===== config.mk =====
export PLATFORM = sky130hd
export DESIGN_NAME = sprite_fetch
export DESIGN_NICKNAME = d
export VERILOG_FILES = /design/src/rtl/sprite_fetch.sv
export SDC_FILE = /design/constraint.sdc
export NUM_CORES = 1
export LEC_CHECK = 0
export CORE_MARGIN = 2
export CORE_UTILIZATION = 48
export DETAILED_ROUTE_END_ITERATION = 7
export HOLD_SLACK_MARGIN = 0.1
export PLACE_DENSITY = 0.86
export SLEW_MARGIN = 20
export SYNTH_ARGS = -nofsm -noshare
export SYNTH_HDL_FRONTEND = slang
export SYNTH_SLANG_ARGS = --single-unit

===== constraint.sdc =====
create_clock -name clk -period 2.6 [get_ports clk]
set_input_delay 0.52 -clock clk [delete_from_list [all_inputs] [get_ports clk]]
set_output_delay 0.52 -clock clk [all_outputs]
set_load 0.05 [all_outputs]

===== src/rtl/sprite_fetch.sv =====
// rtl/sprite_fetch.sv - sprite ROM address generator and pixel sequencer
// Optional feature macro: SPRITE_FLIP_EN (frame-latched horizontal mirror input 'flip').
module sprite_fetch #(
    parameter int CORDW  = 16,
    parameter int WIDTH  = 4,
    parameter int SPR_W  = 32,
    parameter int SPR_H  = 20,
    parameter int SCALE  = 1,
    parameter int TRANSP = 0,
    parameter int DEPTH  = SPR_W * SPR_H,
    localparam int ADDRW = $clog2(DEPTH)
) (
    input  logic                    clk,
    input  logic                    rst_n,
    input  logic                    frame,
    input  logic                    line,
    input  logic signed [CORDW-1:0] sx,
    input  logic signed [CORDW-1:0] sy,
    input  logic signed [CORDW-1:0] sprx,
    input  logic signed [CORDW-1:0] spry,
`ifdef SPRITE_FLIP_EN
    input  logic                    flip,
`endif
    output logic [ADDRW-1:0]        rom_addr,
    input  logic [WIDTH-1:0]        rom_data,
    output logic [WIDTH-1:0]        pix,
    output logic                    pix_en
);
    localparam int XW = (SPR_W > 1) ? $clog2(SPR_W) : 1;
    localparam int YW = (SPR_H > 1) ? $clog2(SPR_H) : 1;
    localparam int SW = (SCALE > 1) ? $clog2(SCALE) : 1;

    typedef enum logic [2:0] {IDLE, WAIT_X, DRAW, LINE_END, DONE} state_t;
    state_t state, state_n;

    logic signed [CORDW-1:0] sprx_l, spry_l, spry_eff;
    logic                    armed;
    logic [XW-1:0]           xcnt;
    logic [SW-1:0]           xsub, ysub;
    logic [YW-1:0]           row;
    logic [ADDRW-1:0]        row_base, row_start, addr_next;
    logic                    d0, d1;
    logic                    start_row, go_draw, xsub_wrap, texel_last;
    logic                    row_end, row_adv, row_last;

`ifdef SPRITE_FLIP_EN
    logic flip_l;

    always_ff @(posedge clk or negedge rst_n) begin
        if (!rst_n)     flip_l <= 1'b0;
        else if (frame) flip_l <= flip;
    end

    assign row_start = flip_l ? row_base + ADDRW'(SPR_W - 1) : row_base;
    assign addr_next = flip_l ? rom_addr - ADDRW'(1) : rom_addr + ADDRW'(1);
`else
    assign row_start = row_base;
    assign addr_next = rom_addr + ADDRW'(1);
`endif

    always_ff @(posedge clk or negedge rst_n) begin
        if (!rst_n) state <= IDLE;
        else        state <= state_n;
    end

    // frame forces IDLE, but a coincident line is still tested against the new spry
    always_comb begin
        state_n = state;
        if (frame) begin
            state_n = start_row ? WAIT_X : IDLE;
        end else begin
            case (state)
                IDLE:     if (start_row) state_n = WAIT_X;
                WAIT_X:   if (go_draw) state_n = DRAW;
                DRAW, LINE_END: begin
                    if (row_end)         state_n = row_last ? DONE : WAIT_X;
                    else if (texel_last) state_n = LINE_END;
                end
                DONE:     state_n = DONE;
                default:  state_n = IDLE;
            endcase
        end
    end

    always_comb begin
        spry_eff   = frame ? spry : spry_l;
        start_row  = line && (frame || (state == IDLE && armed)) && (sy == spry_eff);
        go_draw    = !frame && (state == WAIT_X) && (sx == sprx_l);
        xsub_wrap  = (xsub == SW'(SCALE - 1));
        texel_last = (state == DRAW) && xsub_wrap && (xcnt == XW'(SPR_W - 1));
        row_end    = !frame && line && (state == DRAW || state == LINE_END);
        row_adv    = row_end && (ysub == SW'(SCALE - 1));
        row_last   = row_adv && (row == YW'(SPR_H - 1));
        pix        = d1 ? rom_data : '0;
        pix_en     = d1 && (rom_data != WIDTH'(TRANSP));
    end

    // armed stays low after reset so nothing is drawn from stale sprite coordinates
    always_ff @(posedge clk or negedge rst_n) begin
        if (!rst_n) begin
            sprx_l   <= '0;
            spry_l   <= '0;
            armed    <= 1'b0;
            rom_addr <= '0;
            row_base <= '0;
            row      <= '0;
            ysub     <= '0;
            xcnt     <= '0;
            xsub     <= '0;
            d0       <= 1'b0;
            d1       <= 1'b0;
        end else begin
            d1 <= d0;
            if (frame) begin
                sprx_l   <= sprx;
                spry_l   <= spry;
                armed    <= 1'b1;
                row      <= '0;
                ysub     <= '0;
                row_base <= '0;
                d0       <= 1'b0;
            end else if (start_row) begin
                row_base <= '0;
            end else if (go_draw) begin
                rom_addr <= row_start;
                xcnt     <= '0;
                xsub     <= '0;
                d0       <= 1'b1;
            end else if (row_end) begin
                d0 <= 1'b0;
                if (row_adv) begin
                    ysub <= '0;
                    if (!row_last) begin
                        row      <= row + YW'(1);
                        row_base <= row_base + ADDRW'(SPR_W);
                    end
                end else begin
                    ysub <= ysub + SW'(1);
                end
            end else if (state == DRAW) begin
                if (texel_last) begin
                    d0 <= 1'b0;
                end else if (xsub_wrap) begin
                    xsub     <= '0;
                    xcnt     <= xcnt + XW'(1);
                    rom_addr <= addr_next;
                end else begin
                    xsub <= xsub + SW'(1);
                end
            end
        end
    end
endmodule


==> run_results.csv <==
group,metric,value,unit
clocking,clockBufferDepth,2,
grt,track_usage,20.6,%
cells_and_area,mostFrequentLayoutCells,"clkdlybuf4s50_1, dfrtp_1, xor2_1",
die,initial_core_util,50.0,%
pwr,p_sw_share,28.3,%
timing,slew_violations,0,
yosys,ys_ff_latch,64,
cells_and_area,final_cell_area,4450,um2
outcome,outcome,"finished, violations left",
drt,wl_met1,3.01,mm
drt,drtIter0Drc,166,
worst_setup_path,crit_top_cell,"ha_1",
cells_and_area,postLayoutCoreUtil,69.3,%
worst_setup_path,critical_path_buf_inv_count,1,
drt,via_count,2489,
die,ios,87,
worst_setup_path,path_cells,"ha_1 -> and3_1 -> ha_1 -> or4b_4 -> nor3_1 -> buf_4 -> nand4_1 -> xor2_1 -> nor2_1",
worst_setup_path,path_class,"reg2reg",
cells_and_area,antennaDiodeCount,0,
worst_setup_path,arrival,2560,ps
pwr,p_int,1.97,mW
placed_design,hpwl,5.28,mm
outcome,violations,"design-rule violations",
drt,drtPass1Iterations,6,
pwr,combPwrFrac,22.3,%
drt,highest_layer,"met4",
worst_setup_path,cp_slowest_cell,"or4b_4",
timing,finalHoldViolCount,0,
timing,period_share,89.4,%
timing,rsz0062_at_grt,"false",
timing,clock.fmax,430,MHz
clocking,cts-root-buf,"clkbuf_8",
cells_and_area,final_common_cell,"clkdlybuf4s50_1",
pwr,irDropWorstVdd,0.445,mV
timing,slew_headroom,66.6,%
die,core,6420,um2
pwr,p_leak,1.92,nW
die,die_area,7350,um2
worst_setup_path,endpoint_kind,"flop",
yosys,ys_warn_count,0,
clocking,insertion_delay,340,ps
timing,setup_tns,0,ps
yosys,synth_top_flop_cell,"dfrtp_1",
clocking,numCtsBuffers,9,
worst_setup_path,crit_path_max_incr_delay,520,ps
cells_and_area,area_delta_synth_final,38.7,%
drt,via_per_inst,5.36,
cells_and_area,fillerInstances,491,
timing,finalCriticalPeriod,2330,ps
cells_and_area,multi_input_area,1550,um2
yosys,synth.yosys.seq_area_share,49.9,%
clocking,cts_tree,"built",
worst_setup_path,worstPathRequired,2830,ps
hold_path,hp-class,"in2async",
yosys,avgSynthCellArea,11.5,um2
cells_and_area,layout-drive-gt1-share,20.7,%
yosys,synth_fp_nets,355,
placed_design,gp_congestion,0.840,
yosys,synth_edf_count,0,
drt,wirelength,7.07,mm
worst_setup_path,cp_top_family,"simple AND/OR/NAND/NOR gates",
pwr,p_per_area,617,nW/um2
grt,grt_remaining_overflow,0,
die,die_w,85.8,um
drt,antenna_left,0,
clocking,cts.htree.levels,3,
yosys,synthCells,278,
clocking,numClockSinks,64,
timing,setup_violations,0,
pwr,p_seq_share,43.1,%
drt,wire_per_inst,15.2,um
cells_and_area,fin_nets,459,
cells_and_area,ff_latch_area,1600,um2
worst_setup_path,crit_path_start_kind,"flop",
timing,worst_slack,275,ps
die,rows,29,
worst_setup_path,cp_max_fo,10,
drt,met2WireLength,3.50,mm
die,dieHeight,85.8,um
grt,grt_max_degree,65,
placed_design,io_buffers,86,
timing,finClkSkew,9.06,ps
yosys,async_flop_share,100,%
pwr,power.switching,777,uW
timing,tightest_slew,500,ps
drt,drc,6,
placed_design,place_area,4220,um2
grt,antenna_found_initial,0,
job,max-cap-violations,0,
drt,met3_length,488,um
yosys,synth.cell_area,3210,um2
clocking,path_clk_slew,70,ps
placed_design,place_ws,-3.68,ps
grt,grt_first_pass_wirelength,11.8,mm
yosys,post_synth_num_cell_types,44,
grt,grt_pass1_vias,2616,
pwr,clockPowerShare,34.5,%
[cells by family (layout without fill, tap and decap cells)]
group	Yosys count	after routing	synth area share (%)
simple gates	82	82	14.3
xor+xnor	45	45	12.3
flops	64	64	49.9
compound gates	32	32	6.47
fa+ha+maj	5	5	1.95
buf+inv	12	121	1.91
mux	38	38	13.2
[Yosys cell counts, types with 3 or more instances]
cell | n | share of area [%]
nor4_1 | 7 | 1.4
nand2_1 | 12 | 1.4
o22ai_1 | 3 | 0.59
mux2_2 | 34 | 12
nor2_1 | 19 | 2.2
xor2_1 | 40 | 11
dfrtp_1 | 64 | 50
inv_1 | 3 | 0.35
nor3_1 | 6 | 0.94
a22o_1 | 3 | 0.82
xnor2_1 | 5 | 1.4
clkbuf_1 | 4 | 0.47
and2_1 | 5 | 0.98
mux2i_1 | 4 | 1.2
a21oi_1 | 10 | 1.6
o21ai_0 | 6 | 0.94
nand3_1 | 6 | 0.94
and3_1 | 4 | 0.78
nand4_1 | 9 | 1.8
ha_1 | 5 | 2.0
[worst register-to-register path, delay by kind of cell, from the launching register on]
kind | cells | cell delay, ps
adders and majority gates | 2 | 400
DFF | 1 | 390
xor gates and xnor gates | 1 | 160
buffers and inverters | 1 | 220
and+or+nand+nor | 5 | 1060
[state kept, by name, indices dropped and copies added (netlist names)]
register / cells
row: 5
sprx_l: 16
spry_l: 16
d1: 1
rom_addr: 10
d0: 1
xcnt: 5
state: 3
armed: 1
ysub: 1
row_base: 5
[power by group through the flow]
| stage | clock, mW | combinational, mW | sequential (mW) |
|---|---|---|---|
| 2_1_floorplan | 0 | 0.300 | 1.24 |
| 3_3_place_gp | 0 | 0.594 | 1.19 |
| 3_5_place_dp | 0 | 0.615 | 1.20 |
| 4_1_cts | 0.963 | 0.617 | 1.18 |
| 5_1_grt | 1.01 | 0.667 | 1.20 |
| 6_report | 0.948 | 0.613 | 1.18 |
[final cells by class]
type                       instances  area share [%]
clock buffer                       9            2.78
clock inverter                     7            2.17
inverter                           3           0.253
multi-input combinational        202            34.8
sequential                        64            36.0
tap                               77            2.17
timing repair buffer             102            21.8
[metal layers]
layer / track usage [%] / vias to the layer above
met5: 0 / -
met4: 5.34 / 0
met2: 34.6 / 84
li1: - / 1191
met3: 6.83 / 7
met1: 25.6 / 1207
[worst paths after layout]
path / cells after the start / slack, ps / from / endpoint
setup / recovery: 9 / 270 / xcnt[0]$_DFFE_PN0P_ / xcnt[3]$_DFFE_PN0P_
hold / removal: 2 / 180 / rst_n / rom_addr[2]$_DFFE_PN0P_
setup reg to reg: 9 / 270 / xcnt[0]$_DFFE_PN0P_ / xcnt[3]$_DFFE_PN0P_
hold reg to reg: 0 / 400 / d0$_DFFE_PN0P_ / d1$_DFF_PN0_
max in group asynchronous: 2 / 2120 / rst_n / rom_addr[9]$_DFFE_PN0P_
min in group clk: 0 / 400 / d0$_DFFE_PN0P_ / d1$_DFF_PN0_
[stage by stage]
step	hold slack (ps)	std cells	power [mW]
final	177	464	2.74
after global routing	195	464	2.87
after CTS	194	463	2.76
after detailed placement	378	447	1.82
after global placement	373	447	1.79
after floorplan	224	278	1.54
[repair_timing]
action                                  in CTS  in global routing
hold buffers                                 0                  0
buffers inserted                             0                  1
gates resized for setup                      0                  1
endpoints found under the setup margin       0                  7
No activity file was read; power rests on OpenSTA's default activity.
==> patch, RTL diff (same flow settings) <==
Set the parameter `SPR_H` to 40 (it was 20).
--- a/src/rtl/sprite_fetch.sv
+++ b/src/rtl/sprite_fetch.sv
@@ -4,7 +4,7 @@
     parameter int CORDW  = 16,
     parameter int WIDTH  = 4,
     parameter int SPR_W  = 32,
-    parameter int SPR_H  = 20,
+    parameter int SPR_H  = 40,
     parameter int SCALE  = 1,
     parameter int TRANSP = 0,
     parameter int DEPTH  = SPR_W * SPR_H,
Ports: changed (resized rom_addr); port bits go from 87 to 88. The function was not compared with the original's and may differ.
==> patch against the unedited design <==
  * Setup slack worse by 0.094 ns
  * Utilization fell by 1.8 points
  * Routed wire length rose by 12%
  * Area after synthesis grew 6.4%
  * Non-clock buffer count increased by 1
  * Cell count grew 9.3%
  * Power shrank 20%
  * Sequential cell count increased by 3
  * Sequential power fell by 4%
  * Critical endpoint unchanged
  * Design area increased by 3.7%
  * Global-route usage up 1.1 points
==> patch: results (changes against the unedited design) <==
stage	metric	value	unit	change
global_routing	number of global-route vias before repair	2881		+10%
placement	placed insts	492		+10%
power	Lkg Pwr	1.96	nW	+1.6%
logic_synthesis	Syn Area/Cell	11.2	sq um	-2.7%
status	status	complete, no violations		
layout	layout cells sized above 1	20.0	%	-0.72 points
sta	Layout Skew	0.0104	ns	+0.00130 ns
logic_synthesis	synth cell count leaders	dfrtp_1, xor2_1, mux2_2		
global_routing	GR Util All Layers	21.6	%	+1.1 points
global_routing	largest net degree at the start of global routing	40		-38%
logic_synthesis	yosys synthesis warning count	0		unchanged
drt	WL per Instance	15.6	um	+2.5%
layout	non-filler cells in the finished layout	507		+9.3%
placement	GP Congestion	0.814		-3.1%
logic_synthesis	share of the synthesized area in the top cell type	49.1	%	-0.80 points
clock_tree	setup bufs post-CTS	0		unchanged
drt	total via count in the routed design	2703		+8.6%
global_routing	first-pass GRT wire length	13000	um	+9.9%
critical_path	CP max stage delay	0.41	ns	-0.11 ns
logic_synthesis	synth unique cells	49		+11%
drt	DR pass1 iterations	4		-2
placement	PortBufs	87		+1.2%
layout	Largest regs	sprx_l: 16 flops, spry_l: 16 flops, rom_addr: 11 flops		
critical_path	slowest CP cell	dfrtp_1		
logic_synthesis	post-synthesis net count	381		+7.3%
critical_path	Worst Path Max Fanout	8		-2
logic_synthesis	Synth area leaders	dfrtp_1, mux2_2, xor2_1, a21oi_1, nor2_1		
layout	Fillers	520		+5.9%
clock_tree	TritonCTS buffer count	9		unchanged
drt	initial DRC count	126		-24%
layout	Final #Nets	484		+5.4%
power	VDD IR-drop max	0.258	mV	-42%
sta	worst-margin pin slew	0.664	ns	+0.165 ns
critical_path	Worst EP arrival	2.65	ns	+0.09 ns
logic_synthesis	Seq/Total Area, Yosys	49.1	%	-0.80 points
-- patch: power by group --
part           total [mW]  leakage [nW]  switching, mW  internal (mW)
sequential           1.13         0.850         0.0323           1.10
combinational       0.341          1.02          0.146          0.195
clock               0.729        0.0860          0.366          0.362
total                2.20          1.96          0.544           1.66
-- patch: worst paths after layout --
| path | endpoint | slack (ns) | cells past startpoint |
|---|---|---|---|
| min | spry_l[5] | 0.21 | 1 |
| min reg2reg | d1 | 0.39 | 0 |
| max | xcnt[3] | 0.18 | 9 |
| max reg2reg | xcnt[3] | 0.18 | 9 |
| min in group clk | d1 | 0.39 | 0 |
| max in group asynchronous | spry_l[12] | 1.73 | 2 |
-- patch: through the flow --
stage	total power [mW]	cell area, sq um	setup slack (ns)
global route	2.29	4610	0.0443
finish	2.20	4610	0.181
CTS	2.22	4610	0.201
floorplan	1.31	3410	0.178
global placement	1.48	4450	0.0706
detailed placement	1.49	4450	0.000811
-- patch: metal layers --
metal  track usage [%]  share of wire (%)  wire [um]
met5                 0                  0          0
met4              7.44               0.92         73
met3              5.50                7.6        600
met2              36.8                 49       3860
met1              26.9                 43       3380
-- patch: cells by family after synthesis --
family	after synthesis	synth area share (%)
fa+ha+maj	5	1.83
flops	67	49.1
buf+inv	17	2.49
xor+xnor	45	11.5
simple gates	90	14.5
mux	35	11.5
compound gates	45	8.98
-- patch: area by class of cell --
type | count | area (sq um) | area share (%)
Sequential cell | 67 | 1680 | 36.4
Inverter | 6 | 22.5 | 0.488
Multi-Input combinational cell | 220 | 1650 | 35.8
Timing Repair Buffer | 103 | 981 | 21.3
Clock inverter | 3 | 15.0 | 0.326
Tap cell | 96 | 120 | 2.60
Clock buffer | 12 | 145 | 3.15
